$ cat src/rtl/lampFPU_pkg.sv
`default_nettype none
// ============================================================================
//  Module      : lampFPU_pkg
//  Description : Shared lampFPU types, widths and helpers. Holds the packed
//                16-bit float (1/8/7) field widths, the canonical quiet NaN,
//                the sqrt-issue FSM state type and the operand
//                unpack/classify function.
//  Revision    : 1.0 - initial release
// ============================================================================
package lampFPU_pkg;

  localparam int LAMP_FLOAT_DW   = 16;
  localparam int LAMP_FLOAT_E_DW = 8;
  localparam int LAMP_FLOAT_F_DW = 7;

  // Exponent/fraction of the canonical quiet NaN (sign bit excluded).
  localparam logic [LAMP_FLOAT_E_DW+LAMP_FLOAT_F_DW-1:0] QNAN_E_F = 15'h7FC0;

  typedef enum logic [1:0] {
    IDLE  = 2'd0,
    ISSUE = 2'd1,
    WAIT  = 2'd2,
    RESP  = 2'd3
  } sqrtIssueState_t;

  typedef struct packed {
    logic                       sign;
    logic [LAMP_FLOAT_E_DW-1:0] extExp;
    logic [LAMP_FLOAT_E_DW-1:0] extMant;  // {hidden bit, fraction}
    logic                       isInf;
    logic                       isZero;
    logic                       isSNAN;
    logic                       isQNAN;
  } opClass_t;

  // Unpacks a packed float and derives its class flags. With flush_denorm
  // set, any zero exponent is treated as a signed zero.
  function automatic opClass_t FUNC_unpackClassify(
    input logic [LAMP_FLOAT_DW-1:0] op,
    input logic                     flush_denorm
  );
    opClass_t                   c;
    logic [LAMP_FLOAT_E_DW-1:0] e;
    logic [LAMP_FLOAT_F_DW-1:0] f;
    e         = op[LAMP_FLOAT_DW-2:LAMP_FLOAT_F_DW];
    f         = op[LAMP_FLOAT_F_DW-1:0];
    c.sign    = op[LAMP_FLOAT_DW-1];
    c.extExp  = e;
    c.extMant = {|e, f};
    c.isZero  = (e == '0) && ((f == '0) || flush_denorm);
    c.isInf   = (e == '1) && (f == '0);
    c.isQNAN  = (e == '1) && f[LAMP_FLOAT_F_DW-1];
    c.isSNAN  = (e == '1) && (f != '0) && !f[LAMP_FLOAT_F_DW-1];
    return c;
  endfunction

endpackage
`default_nettype wire

$ cat src/rtl/lampfpu_sqrt_issue_classify.sv
`default_nettype none
// ============================================================================
//  Module      : lampfpu_sqrt_classify
//  Description : Purely combinational unpack/classify of a packed float
//                operand, feeding the operand registers of the issue stage.
//  Revision    : 1.0 - initial release
//  Ports       : op_i  - packed operand {s,e[7:0],f[6:0]}
//                cls_o - sign, extExp, extMant and class flags
// ============================================================================
module lampfpu_sqrt_classify
  import lampFPU_pkg::*;
#(
  parameter int FLUSH_DENORM = 1
) (
  input  logic [LAMP_FLOAT_DW-1:0] op_i,
  output opClass_t                 cls_o
);

  localparam logic c_FLUSH = (FLUSH_DENORM != 0);

  assign cls_o = FUNC_unpackClassify(op_i, c_FLUSH);

endmodule
`default_nettype wire

$ cat src/rtl/lampfpu_sqrt_issue.sv
`default_nettype none
// ============================================================================
//  Module      : lampfpu_sqrt_issue
//  Description : Request-side initiator for the lampFPU sqrt / inverse-sqrt
//                unit. Accepts a packed operand, classifies it, holds it
//                stable for the sqrt unit, issues a one-cycle start pulse,
//                captures the result and returns it over a response
//                handshake. A watchdog returns the canonical QNAN with an
//                error flag if the unit never answers.
//  Revision    : 1.0 - initial release
//  Ports       : clk, rst (async, active-low)
//                req_*   - request handshake, operand and op select
//                *_op_o, doSqrt_o, invSqrt_o - interface to the sqrt unit
//                *_res_i, valid_i             - result from the sqrt unit
//                rsp_*   - response handshake, packed result, error flag
// ============================================================================
module lampfpu_sqrt_issue
  import lampFPU_pkg::*;
#(
  parameter int TIMEOUT_CYCLES = 64,  // at least 2
  parameter int FLUSH_DENORM   = 1
) (
  input  logic                       clk,
  input  logic                       rst,
  // request
  input  logic                       req_valid_i,
  output logic                       req_ready_o,
  input  logic [LAMP_FLOAT_DW-1:0]   req_op_i,
  input  logic                       req_inv_i,
  // to sqrt unit
  output logic                       doSqrt_o,
  output logic                       invSqrt_o,
  output logic                       signum_op_o,
  output logic [LAMP_FLOAT_E_DW-1:0] extExp_op_o,
  output logic [LAMP_FLOAT_E_DW-1:0] extMant_op_o,
  output logic                       isInf_op_o,
  output logic                       isZero_op_o,
  output logic                       isSNAN_op_o,
  output logic                       isQNAN_op_o,
  // from sqrt unit
  input  logic                       s_res_i,
  input  logic [LAMP_FLOAT_E_DW-1:0] e_res_i,
  input  logic [LAMP_FLOAT_F_DW-1:0] f_res_i,
  input  logic                       valid_i,
  // response
  output logic                       rsp_valid_o,
  input  logic                       rsp_ready_i,
  output logic [LAMP_FLOAT_DW-1:0]   rsp_res_o,
  output logic                       rsp_err_o
);

  localparam int c_CNT_W = (TIMEOUT_CYCLES > 2) ? $clog2(TIMEOUT_CYCLES) : 1;
  localparam logic [c_CNT_W-1:0] c_CNT_LAST = c_CNT_W'(TIMEOUT_CYCLES - 1);

  sqrtIssueState_t          r_state;
  sqrtIssueState_t          w_state_nxt;
  opClass_t                 w_cls;
  opClass_t                 r_cls;
  logic                     r_inv;
  logic [c_CNT_W-1:0]       r_cnt;
  logic [c_CNT_W-1:0]       w_cnt_inc;
  logic [LAMP_FLOAT_DW-1:0] r_res;
  logic                     r_err;
  logic                     w_load;
  logic                     w_capture;
  logic                     w_timeout;

  lampfpu_sqrt_classify #(
    .FLUSH_DENORM (FLUSH_DENORM)
  ) u_classify (
    .op_i  (req_op_i),
    .cls_o (w_cls)
  );

  // Saturating increment; the timeout compares against the incremented
  // value so the response lands TIMEOUT_CYCLES+1 cycles after acceptance.
  assign w_cnt_inc = (r_cnt == '1) ? r_cnt : r_cnt + c_CNT_W'(1);

  always_comb begin
    w_state_nxt = r_state;
    w_load      = 1'b0;
    w_capture   = 1'b0;
    w_timeout   = 1'b0;
    req_ready_o = 1'b0;
    doSqrt_o    = 1'b0;
    rsp_valid_o = 1'b0;
    case (r_state)
      IDLE: begin
        req_ready_o = 1'b1;
        if (req_valid_i) begin
          w_load      = 1'b1;
          w_state_nxt = ISSUE;
        end
      end
      ISSUE: begin
        doSqrt_o = 1'b1;
        if (valid_i) begin
          w_capture   = 1'b1;
          w_state_nxt = RESP;
        end else begin
          w_state_nxt = WAIT;
        end
      end
      WAIT: begin
        // A result in the same cycle as the timeout takes priority.
        if (valid_i) begin
          w_capture   = 1'b1;
          w_state_nxt = RESP;
        end else if (w_cnt_inc == c_CNT_LAST) begin
          w_timeout   = 1'b1;
          w_state_nxt = RESP;
        end
      end
      RESP: begin
        rsp_valid_o = 1'b1;
        if (rsp_ready_i) begin
          w_state_nxt = IDLE;
        end
      end
      default: w_state_nxt = IDLE;
    endcase
  end

  always_ff @(posedge clk or negedge rst) begin
    if (!rst) begin
      r_state <= IDLE;
      r_cls   <= '0;
      r_inv   <= 1'b0;
      r_cnt   <= '0;
      r_res   <= '0;
      r_err   <= 1'b0;
    end else begin
      r_state <= w_state_nxt;
      // Operand stays put until the next acceptance: the sqrt unit keeps
      // sampling it after the start pulse.
      if (w_load) begin
        r_cls <= w_cls;
        r_inv <= req_inv_i;
      end
      if (r_state == ISSUE) begin
        r_cnt <= '0;
      end else if (r_state == WAIT) begin
        r_cnt <= w_cnt_inc;
      end
      if (w_capture) begin
        r_res <= {s_res_i, e_res_i, f_res_i};
        r_err <= 1'b0;
      end else if (w_timeout) begin
        r_res <= {1'b0, QNAN_E_F};
        r_err <= 1'b1;
      end
    end
  end

  assign invSqrt_o    = r_inv;
  assign signum_op_o  = r_cls.sign;
  assign extExp_op_o  = r_cls.extExp;
  assign extMant_op_o = r_cls.extMant;
  assign isInf_op_o   = r_cls.isInf;
  assign isZero_op_o  = r_cls.isZero;
  assign isSNAN_op_o  = r_cls.isSNAN;
  assign isQNAN_op_o  = r_cls.isQNAN;
  assign rsp_res_o    = r_res;
  assign rsp_err_o    = r_err;

endmodule
`default_nettype wire

$ cat config.mk
export PLATFORM = sky130hd
export DESIGN_NAME = lampfpu_sqrt_issue
export DESIGN_NICKNAME = d
export VERILOG_FILES = /design/src/rtl/lampFPU_pkg.sv /design/src/rtl/lampfpu_sqrt_issue_classify.sv /design/src/rtl/lampfpu_sqrt_issue.sv
export SDC_FILE = /design/constraint.sdc
export NUM_CORES = 1
export LEC_CHECK = 0
export CAP_MARGIN = 30
export CORE_MARGIN = 2
export CORE_UTILIZATION = 42
export CTS_BUF_LIST = sky130_fd_sc_hd__clkbuf_8
export DETAILED_ROUTE_END_ITERATION = 10
export GPL_TIMING_DRIVEN = 0
export PLACE_DENSITY = 0.85
export SETUP_SLACK_MARGIN = 0.02
export SLEW_MARGIN = 10
export SYNTH_ARGS = -nofsm -noshare
export SYNTH_HDL_FRONTEND = slang
export SYNTH_SLANG_ARGS = --single-unit
$ cat constraint.sdc
create_clock -name clk -period 2.1 [get_ports clk]
set_input_delay 0.21 -clock clk [delete_from_list [all_inputs] [get_ports clk]]
set_output_delay 0.21 -clock clk [all_outputs]
set_load 0.05 [all_outputs]
* Word level (Yosys, flattened, before mapping)
Cells that the tools add are included.
** Cells by class
- Add/subtract/negate cells :: 1
- Equality and inequality tests :: 9
- Mux-type cells :: 23
- Reduce and logical (&&, ||, !) cells :: 14
** Operators by type and width (number)
- 2-to-1 mux 16 bit :: 2
- 2-to-1 mux 6 bit :: 3
- 2-to-1 mux 1 bit :: 13
- equality test 6 bit (second input constant) :: 2
- equality test 8 bit (second input constant) :: 1
- zero test 8 bit :: 1
- 2-to-1 mux 2 bit :: 4
- case mux 2 bit (4 select lines) :: 1
- OR reduction 8 bit :: 1
- zero test 7 bit :: 1
- nonzero test 7 bit :: 1
- adder 6 x 1 -> 6 bit (second input constant) :: 1
- equality test 2 bit (second input constant) :: 2
- logical AND 1 bit :: 4
- inequality test 2 bit (second input constant) :: 2
- nonzero test 2 bit :: 2
- inequality test 3 bit (second input constant) :: 1
- AND reduction 3 bit :: 1
- equality test 2 x 1 -> 1 bit (second input constant) :: 1
- zero test 2 bit :: 1
- OR reduction 2 bit :: 1
- zero test 1 bit :: 1
** Word-level totals
- Input port bits :: 38
- Register bits :: 47

* Logic depth before layout (Yosys ltp)
- Depth in word-level cells :: 8
- Depth in mapped cells :: 7
- Depth with buffers taken out :: 6

* Cells and area by module
Synthesis repeated with hierarchy kept, for this count alone.
** Unflattened totals
- Cell total of the unflattened synthesis :: 211
- Area total of the unflattened synthesis :: 2349.8 sq um
** By module, submodules not included
- lampfpu_sqrt_issue :: cells each 183, area each 2154.6 sq um, seq. area each 1176.1 sq um, times used 1
- lampfpu_sqrt_classify :: cells each 28, area each 195.2 sq um, seq. area each 0.0 sq um, times used 1

* Worst setup path after synthesis
OpenSTA, ideal clock, no wires.
- Kind :: flip-flop to flip-flop
- Start :: reg r_cnt[0]
- End :: reg r_state[1]
- Setup slack :: 0.069 ns
- Period minus slack after synthesis :: 2.031 ns
- Setup time :: 0.080 ns
- Buffers on the path :: 0
- Data arrival time :: 1.952 ns
- Cell stages (with the launch flop) :: 7
- Cell sequence :: dfrtp_1 > ha_1 > or3b_1 > a211oi_2 > o211ai_1 > a222oi_1 > mux2i_1
** On the way
- Cells in the longest elaborated chain, start to end :: 5
- Elaborated cells between the ends (all ways) :: 6
** Ends and longest elaborated chain
- start, declared :: RTL line lampfpu_sqrt_issue.sv:60 : logic [c_CNT_W-1:0] r_cnt;
- start signal, assigned :: RTL line lampfpu_sqrt_issue.sv:143 : r_cnt <= w_cnt_inc;
- adder 6 x 1 -> 6 bit or equality test 6 bit (tied branches) :: RTL line lampfpu_sqrt_issue.sv:77 : assign w_cnt_inc = (r_cnt == '1) ? r_cnt : r_cnt + c_CNT_W'(1);
- 2-to-1 mux 6 bit * :: RTL line lampfpu_sqrt_issue.sv:77
- equality test 6 bit * :: RTL line lampfpu_sqrt_issue.sv:109 : end else if (w_cnt_inc == c_CNT_LAST) begin
- inequality test 3 bit (no line) *
- AND reduction 3 bit (no line) *
- end signal, assigned :: RTL line lampfpu_sqrt_issue.sv:133 : r_state <= w_state_nxt;
- end, declared :: RTL line lampfpu_sqrt_issue.sv:55 : sqrtIssueState_t r_state;
Every way passes the cells marked *; elsewhere a longest branch is shown, timed or not.
A chain may end at the register's enable or synchronous reset.

* Worst setup path after layout
- Start :: reg r_cnt[1]
- End :: reg r_state[1]
The elaborated chain is that of the path after synthesis.

==> impl_metrics.csv <==
group,metric,value,unit
run_status,status,"finished, violations left",
run_status,violations,"negative setup slack",
yosys,syn-cell-area,2310,µm²
cts,clk-insertion-delay-late,0.30,ns
yosys,syn_nets,257,
grt,grt_first_pass_wirelength,9.32,mm
finish,fill_cells,433,
cts,clk_pin_slew_worst_paths,0.10,ns
place,placed_area,3200,µm²
cts,cts_made_buffers,5,
detailed_routing,wl_per_cell,15.6,µm
place,pre_cts_ws,-0.132,ns
critical_path,cpMaxStageDelayCell,"dfrtp_1",
sta,timing.setup.tns,-0.156,ns
cts,htreeDepth,2,
power,power,6.07,mW
die,die_w,78.2,µm
grt,grt_overflow_total,0,
sta,finalCritPeriodShare,101,%
cts,cts-root-buf,"clkbuf_8",
place,portBuffers,78,
place,dp_cells,365,
power,p_per_area,1730,nW/µm²
finish,drive_gt1_share,20.5,%
detailed_routing,postRouteAntennaNets,0,
place,place_congestion,0.770,
critical_path,start_kind,"flop",
yosys,ys_ff_latch,47,
sta,rsz0062_at_grt,"yes",
yosys,ys.flop_type,"dfrtp_1",
critical_path,r2r-end,"r_state[1]$_DFFE_PN0P_",
yosys,synthTopCellsByCount,"47 x dfrtp_1, 25 x mux2_2, 20 x nand2_1, 15 x a21oi_1, 11 x nor3_1",
sta,hold_ws,0.389,ns
critical_path,r2r_setup_slack,-0.03,ns
sta,worst_pin_slew,0.589,ns
finish,final_area,3510,µm²
power,ir_worst_vdd,968,µV
die,start_util,42.8,%
die,rows,27,
detailed_routing,vias,2012,
place,dp_hpwl,4.22,mm
power,p_leak,1.46,nW
detailed_routing,drtIter0Drc,82,
critical_path,cp.arrival,2.36,ns
grt,antenna_found_initial,0,
detailed_routing,drc_errors,0,
yosys,synth_top_area_share,50.8,%
sta,setup_viol,8,
finish,final_cells,379,
cts,cts_sinks,47,
finish,post-route-util,65.0,%
detailed_routing,first_pass_iters,4,
finish,layout.nets,349,
hold_path,min_path_type,"input port to asynchronous set/reset pin",
finish,area.growth.synth_to_final,51.7,%
yosys,synth.area.top_cells,"dfrtp_1 51%, mux2_2 12%, mux2i_1 4.3%",
sta,fmax,0.469,GHz
sta,fin_skew,0.00861,ns
critical_path,ff2ff_path_depth,7,
critical_path,crit_chain,"ha_4, or3b_4, a211oi_4, o211ai_1, a222oi_1, buf_4, mux2i_1",
yosys,netlist_instances,214,
die,die_area,6120,µm²
job,max_cap_viol_count,0,
die,die_h,78.2,µm
sta,fin_ws,-0.0310,ns
cts,cts_max_path_buffers,2,
grt,grt_max_degree,31,
yosys,synth.distinct_cells,40,
critical_path,required,2.33,ns
critical_path,crit_buf_inv,1,
critical_path,critPathKind,"flop to flop",
yosys,avgSynthCellArea,10.8,µm²
finish,n_antenna_cell,0,
detailed_routing,wl,5.90,mm
die,core_area,5410,µm²
critical_path,cpPeakStageDelay,0.42,ns
critical_path,critical_path_peak_fanout,3,
yosys,synth_edf_count,0,
detailed_routing,vias_per_cell,5.31,
die,pin_count,80,
grt,grt_pass1_vias,1996,
cts,cts_tree,"done",
sta,hold_viol,0,
critical_path,crit_family,"compound AO/OA/AOI/OAI gates",
critical_path,end_kind,"flop",
sta,slew_violations,0,
sta,timing.final.crit_period,2.13,ns
yosys,synthArstFlopShare,100,%
sta,relSlewSlack,60.7,%
grt,grt_util_all_layers,19.0,%
yosys,synth_area_leader_cell,"dfrtp_1",
yosys,yosysSeqAreaShare,50.8,%
yosys,yosysWarnings,0,
yosys,yosys.cell_count.top_type,"dfrtp_1",
critical_path,crit-reg2reg-launch,"r_cnt[1]$_DFFE_PN0N_",
## worst register-to-register path, cell delays in order, from the launching register on
cell,delay [ns]
dfrtp_1,0.42
ha_4,0.28
or3b_4,0.38
a211oi_4,0.23
o211ai_1,0.15
a222oi_1,0.26
buf_4,0.17
mux2i_1,0.17
## worst max-delay path by stage
| stage | from | endpoint | slack (ns) | cells after the start |
|---|---|---|---|---|
| after floorplan | r_cnt[0]$_DFFE_PN0N_ | r_state[1]$_DFFE_PN0P_ | 0.07 | 6 |
| after global placement | rst | extMant_op_o[4]$_DFFE_PN0P_ | -0.55 | 1 |
| after detailed placement | r_cnt[0]$_DFFE_PN0N_ | r_state[1]$_DFFE_PN0P_ | -0.13 | 6 |
| after CTS | r_cnt[1]$_DFFE_PN0N_ | r_state[1]$_DFFE_PN0P_ | -0.003 | 7 |
| after global routing | r_cnt[0]$_DFFE_PN0N_ | r_state[1]$_DFFE_PN0P_ | -0.14 | 7 |
| final | r_cnt[1]$_DFFE_PN0N_ | r_state[1]$_DFFE_PN0P_ | -0.03 | 7 |
## layout make-up
cell class	count	area (µm²)	area share (%)
Clock buffer	5	68.8	1.96
Timing Repair Buffer	86	856	24.4
Inverter	9	33.8	0.962
Buffer	11	50.0	1.43
Multi-Input combinational cell	146	1160	33.2
Clock inverter	3	71.3	2.03
Tap cell	72	90.1	2.57
Sequential cell	47	1180	33.5
## where the power goes
| part | leakage [nW] | internal [mW] | switching (mW) |
|---|---|---|---|
| Sequential | 0.567 | 1.29 | 0.289 |
| Combinational | 0.825 | 1.46 | 2.22 |
| Clock | 0.0703 | 0.484 | 0.329 |
## per-layer routing
layer,vias up,wire (µm),GRT usage [%]
li1,953,-,-
met1,991,2510,23.9
met2,64,3000,32.7
met3,4,350,5.63
met4,0,39,3.86
met5,-,0,0
## state kept, by name, summed over array words and instances (netlist names)
name,flops
r_cnt,6
r_state,2
rsp_res_o,16
isSNAN_op_o,1
rsp_err_o,1
extExp_op_o,8
isInf_op_o,1
isQNAN_op_o,1
invSqrt_o,1
isZero_op_o,1
extMant_op_o,8
signum_op_o,1
## layout by cell type, fill, tap and decap left out, types with 2 or more instances in the layout
| master | count |
|---|---|
| nand4_1 | 3 |
| mux2_2 | 25 |
| buf_4 | 4 |
| ha_1 | 3 |
| o21ai_0 | 5 |
| o21a_1 | 2 |
| nor3_4 | 3 |
| mux2i_1 | 10 |
| o22ai_1 | 2 |
| buf_2 | 2 |
| clkdlybuf4s50_1 | 75 |
| nand2_1 | 20 |
| nand2b_1 | 8 |
| clkbuf_1 | 8 |
| o31ai_1 | 2 |
| nor3_2 | 6 |
| a32o_1 | 2 |
| nand3_1 | 5 |
| bufinv_16 | 2 |
| o21ai_2 | 2 |
| inv_1 | 9 |
| dlygate4sd2_1 | 2 |
| a21oi_2 | 3 |
| nor2_1 | 3 |
| dfrtp_1 | 47 |
| nor3_1 | 2 |
| and2_1 | 3 |
| nor4_1 | 3 |
| nor2b_1 | 2 |
| a21oi_1 | 12 |
| clkbuf_8 | 5 |
| buf_6 | 3 |
## cells by family (layout without fill, tap and decap cells)
kind of cell	count (synthesis)	in the layout	share of synthesized area (%)
simple gates	63	63	13.8
flops	47	47	50.8
compound gates	43	43	12.6
mux	35	35	16.5
buf+inv	21	114	3.62
fa+ha+maj	5	5	2.70
## repair_timing
action	4_1_cts	5_1_grt
setup endpoints to repair	16	18
endpoints found under the hold margin	17	0
buffers inserted	5	0
hold buffers	1	0
pin swaps	4	3
resized for setup	4	27
cloned	0	1
Note: power is estimated with default switching activity, not from simulation.
